**src/rtl/dac_playback_ctrl.sv**
```systemverilog
// Playback sequencer for the 10-bit DAC: sample FIFO, rate divider, IDLE/PRIME/RUN FSM and error flags.
// Optional circular-playback mode is compiled in with `define DAC_PLAYBACK_LOOP_EN (adds input loop).
module dac_playback_ctrl #(
  parameter int DW           = 10,
  parameter int FIFO_AW      = 4,
  parameter int CLKDIV_WIDTH = 8
) (
  input  logic                    clk,
  input  logic                    rst,
  input  logic                    en,
  input  logic [CLKDIV_WIDTH-1:0] clkdiv,
  input  logic                    wr,
  input  logic [DW-1:0]           w_data,
  input  logic                    flush,
  input  logic [FIFO_AW:0]        fifo_threshold,
  input  logic                    err_clr,
`ifdef DAC_PLAYBACK_LOOP_EN
  input  logic                    loop,
`endif
  output logic [FIFO_AW:0]        fifo_level,
  output logic                    fifo_full,
  output logic                    fifo_empty,
  output logic                    fifo_below,
  output logic [DW-1:0]           dac_data,
  output logic                    dac_load,
  output logic                    running,
  output logic                    underflow,
  output logic                    overflow
);

  localparam int DEPTH = 2**FIFO_AW;
  localparam logic [FIFO_AW:0] DEPTH_L = (FIFO_AW+1)'(DEPTH);

  typedef enum logic [1:0] {S_IDLE, S_PRIME, S_RUN} state_t;

  state_t                  r_state;
  state_t                  w_next;
  logic                    w_run;
  logic                    w_tick;
  logic [CLKDIV_WIDTH-1:0] r_cnt;

  logic [DW-1:0]           r_mem [DEPTH];
  logic [FIFO_AW-1:0]      r_wp;
  logic [FIFO_AW-1:0]      r_rp;
  logic [FIFO_AW:0]        r_level;
  logic [DW-1:0]           r_dac;
  logic                    r_load;
  logic                    r_uf;
  logic                    r_of;

  logic                    w_full;
  logic                    w_empty;
  logic                    w_loop_act;
  logic                    w_pop;
  logic                    w_push;
  logic [DW-1:0]           w_push_data;
  logic                    w_uf_set;
  logic                    w_of_set;

  always_ff @(posedge clk) begin
    if (rst) r_state <= S_IDLE;
    else     r_state <= w_next;
  end

  always_comb begin
    w_next = r_state;
    unique case (r_state)
      S_IDLE:  if (en) w_next = S_PRIME;
      S_PRIME: if (!en) w_next = S_IDLE;
               else if ((r_level >= fifo_threshold) || w_full) w_next = S_RUN;
      S_RUN:   if (!en) w_next = S_IDLE;
      default: w_next = S_IDLE;
    endcase
  end

  always_comb begin
    w_run  = (r_state == S_RUN);
    w_tick = w_run && (r_cnt == clkdiv);
  end

  // Divider only counts in RUN, so leaving RUN abandons any partial period.
  always_ff @(posedge clk) begin
    if (rst || !w_run || w_tick) r_cnt <= '0;
    else                         r_cnt <= r_cnt + 1'b1;
  end

`ifdef DAC_PLAYBACK_LOOP_EN
  assign w_loop_act = loop && w_run;
`else
  assign w_loop_act = 1'b0;
`endif

  assign w_full      = (r_level == DEPTH_L);
  assign w_empty     = (r_level == '0);
  assign w_pop       = w_tick && !w_empty && !flush;
  // In loop mode the popped head is recycled to the tail and external writes are locked out.
  assign w_push      = w_loop_act ? w_pop : (wr && !w_full && !flush);
  assign w_push_data = w_loop_act ? r_mem[r_rp] : w_data;
  assign w_uf_set    = w_tick && w_empty && !flush;
  assign w_of_set    = wr && w_full && !flush && !w_loop_act;

  always_ff @(posedge clk) begin
    if (w_push) r_mem[r_wp] <= w_push_data;
  end

  always_ff @(posedge clk) begin
    if (rst || flush) begin
      r_wp    <= '0;
      r_rp    <= '0;
      r_level <= '0;
    end else begin
      if (w_push) r_wp <= r_wp + 1'b1;
      if (w_pop)  r_rp <= r_rp + 1'b1;
      if (w_push && !w_pop)      r_level <= r_level + 1'b1;
      else if (w_pop && !w_push) r_level <= r_level - 1'b1;
    end
  end

  always_ff @(posedge clk) begin
    if (rst) begin
      r_dac  <= {1'b1, {(DW-1){1'b0}}};
      r_load <= 1'b0;
    end else begin
      r_load <= w_pop;
      if (w_pop) r_dac <= r_mem[r_rp];
    end
  end

  always_ff @(posedge clk) begin
    if (rst) begin
      r_uf <= 1'b0;
      r_of <= 1'b0;
    end else begin
      r_uf <= w_uf_set || (r_uf && !err_clr);
      r_of <= w_of_set || (r_of && !err_clr);
    end
  end

  assign fifo_level = r_level;
  assign fifo_full  = w_full;
  assign fifo_empty = w_empty;
  assign fifo_below = (r_level < fifo_threshold);
  assign dac_data   = r_dac;
  assign dac_load   = r_load;
  assign running    = w_run;
  assign underflow  = r_uf;
  assign overflow   = r_of;

endmodule

```
**config.mk**
```make
export PLATFORM = sky130hd
export DESIGN_NAME = dac_playback_ctrl
export DESIGN_NICKNAME = d
export VERILOG_FILES = /design/src/rtl/dac_playback_ctrl.sv
export SDC_FILE = /design/constraint.sdc
export NUM_CORES = 1
export LEC_CHECK = 0
export ABC_AREA = 1
export CORE_MARGIN = 5
export CORE_UTILIZATION = 30
export DETAILED_ROUTE_END_ITERATION = 8
export SLEW_MARGIN = 20
export SYNTH_ARGS = -nofsm -noshare
export SYNTH_HDL_FRONTEND = slang
export SYNTH_SLANG_ARGS = --single-unit
```
**constraint.sdc**
```tcl
create_clock -name clk -period 3 [get_ports clk]
set_clock_uncertainty 0.05 [all_clocks]
set_input_delay 0.9 -clock clk [delete_from_list [all_inputs] [get_ports clk]]
set_output_delay 0.9 -clock clk [all_outputs]
set_load 0.02 [all_outputs]
```
==> results.py <==
metrics = {
    "floorplanning": {
        "rows": 61,
        "initial_utilization": 0.306,
        "num_io_pins": 51,
        "core-area_um2": 28000,
        "die_area_um2": 32000,
        "die_w_um": 179,
        "die_h_um": 179,
    },
    "timing": {
        "slew_headroom": 0.376,
        "period_share": 0.949,
        "finalMaxSlewViolations": 0,
        "fmax_ghz": 0.351,
        "worst_slew_pin_slew_ns": 0.937,
        "period_needed_ns": 2.85,
        "tns_ns": 0,
        "hold_violations": 0,
        "finalSetupViolations": 0,
    },
    "synth": {
        "synth.distinct_cells": 29,
        "ys_seq_area_frac": 0.645,
        "ys_ff_latch": 196,
        "ys_top_cells_by_area": "edfxtp_1 (56%), nand2_1 (13%), dfxtp_1 (8.4%)",
        "synth.cell_area_um2": 8560,
        "syn_nets": 920,
        "synth_flop_cell": "edfxtp_1",
        "netlist_instances": 875,
        "synth_top_area_frac": 0.561,
        "synth_edf_count": 160,
        "avgSynthCellArea_um2": 9.78,
        "synth_warnings": 0,
        "synth_top_cell_by_area": "edfxtp_1",
        "async_flop_share": 0,
    },
    "worst_setup_path": {
        "cpMaxStageDelayCell": "ha_4",
        "critPathBufInv": 4,
        "crit_cells": 9,
        "critPathMaxFanout": 2,
        "arrival_ns": 1.90,
        "required_ns": 2.05,
        "rrSetupSlack_ns": 0.64,
        "endpoint_kind": "output port",
        "critical_path.startpoint_type": "primary input",
        "worst-setup-path-type": "in -> out",
        "cpPeakStageDelay_ns": 0.26,
        "cp_cell_sequence": "dlygate4sd2_1 -> inv_2 -> ha_4 -> nand2_1 -> nor2_2 -> nand2_1 -> nand3_1 -> inv_2 -> buf_6",
        "cpLargestDelayFamily": "buffers and inverters",
        "rr_worst_depth": 15,
    },
    "cells_and_area": {
        "mostFrequentLayoutCell": "nand2_1",
        "multi_input_area_um2": 2600,
        "utilization": 0.366,
        "area_growth_pct": 19.9,
        "drive_gt1_frac": 0.0958,
        "fin_nets": 992,
        "ff_latch_area_um2": 5530,
        "most-common-layout-cells": "nand2_1 (289), edfxtp_1 (160), nor2_1 (98), nand3_1 (78), inv_1 (74)",
        "insertedDiodeCount": 0,
        "fillers": 2765,
    },
    "power_and_ir_drop": {
        "peakVddDrop_uv": 373,
        "p_total_w": 0.00536,
        "power_leakage_nw": 4.05,
        "power-per-cell-area_nw_per_um2": 522,
    },
    "drt": {
        "met2_length_um": 9780,
        "drt_iter0_drc": 518,
        "drtPass1Iterations": 5,
        "vias": 5927,
        "met1_length_um": 8850,
        "wl_met3_um": 767,
        "drc": 0,
        "wl_um": 19700,
        "ant_nets": 0,
        "wire_per_inst_um": 14.7,
        "highest_layer": "met4",
        "routed_via_density": 4.43,
    },
    "global_routing": {
        "grt_first_pass_wirelength_um": 31200,
        "grt-ovfl-total": 0,
        "antenna_found_initial": 0,
        "grtUsageTotal": 0.126,
        "grt_max_degree": 85,
        "grt_pass1_vias": 5637,
    },
    "placement": {
        "port_buffers": 50,
        "place_congestion": 0.789,
        "hpwl_um": 12600,
    },
    "clock_tree": {
        "clkSinkCount": 196,
        "clk_latency_ns": 0.44,
        "ctsHtreeMaxLevel": 4,
        "numCtsBuffers": 17,
        "ctsLongestPathBuffers": 2,
        "clk_pin_slew_worst_paths_ns": 0.07,
        "cts_root_buf": "clkbuf_16",
        "cts_tree": "done",
    },
    "job": {
        "cap_violations": 0,
    },
    "min_path": {
        "worstHoldPathCells": 2,
        "hp-class": "reg -> reg",
    },
    "status": {
        "run_status": "completed",
    },
}
==> sequential cells by signal (all words and copies together) (netlist names) <==
signal / flops
underflow: 1
r_rp: 4
r_wp: 4
dac_data: 10
dac_load: 1
r_mem: 160
overflow: 1
r_state: 2
fifo_level: 5
r_cnt: 8
==> logic make-up after synthesis <==
logic type,Yosys count,share of synthesized area
fa+ha+maj,16,0.0243
simple gates,483,0.231
buf+inv,115,0.0551
compound gates,53,0.0323
flops,196,0.645
xor+xnor,12,0.0123
==> Yosys cell counts (2+ instances only) <==
master,number
nor2_4,3
dfxtp_1,36
inv_1,77
nand2_1,290
xnor2_1,8
clkbuf_1,18
o21ai_0,33
nand3_1,78
nor3_1,3
edfxtp_1,160
nand4_1,6
inv_2,2
buf_1,3
xor2_1,4
nor2_1,99
a21oi_1,16
buf_6,2
ha_1,15
buf_2,12
==> layout make-up <==
cell class	instances	area share
Multi-Input combinational cell	564	0.253
Timing Repair Buffer	89	0.0784
Clock buffer	17	0.0414
Tap cell	378	0.0461
Sequential cell	196	0.539
Inverter	79	0.0289
Clock inverter	15	0.0135
==> worst register-to-register path, delay by kind of cell, from the launching register on <==
family / cells / cell delay (ns)
and+or+nand+nor: 7 / 0.63
adders and majority gates: 2 / 0.54
DFF: 1 / 0.34
buffers and inverters: 3 / 0.32
AOI/OAI and AO/OA: 2 / 0.27
xor gates and xnor gates: 1 / 0.15
==> metrics by stage <==
| step | cell area (um2) | instances | worst slack, ns | hold slack [ns] |
|---|---|---|---|---|
| 2_1_floorplan | 8560 | 875 | 0.158 | 0.391 |
| 3_3_place_gp | 9640 | 1303 | -0.616 | 0.406 |
| 3_5_place_dp | 9640 | 1303 | -0.612 | 0.410 |
| 4_1_cts | 10300 | 1338 | 0.0884 | 0.420 |
| 5_1_grt | 10300 | 1338 | -0.00249 | 0.450 |
| 6_report | 10300 | 1338 | 0.152 | 0.420 |
==> per-layer routing <==
layer / GRT usage / up-vias
met2: 0.208 / 114
met3: 0.0217 / 19
met5: 0 / -
met1: 0.168 / 2792
li1: - / 3002
met4: 0.0422 / 0
==> path summary, 6_finish.rpt <==
check | end | start
min reg2reg | overflow | overflow
max reg2reg | fifo_level[4] | fifo_level[3]
max | fifo_below | fifo_threshold[2]
min | overflow | overflow
==> power breakdown <==
group	internal, W	switching, W
Clock	0.00110	0.00108
Sequential	0.00295	0.00000826
Combinational	0.0000942	0.000128
Total	0.00414	0.00122
==> timing repair <==
action,in CTS,in global routing
pin swaps,9,0
endpoints found under the setup margin,1,3
setup buffers,3,0
resized for setup,17,3
hold buffers,0,0
No activity file was read; power rests on OpenSTA's default activity.
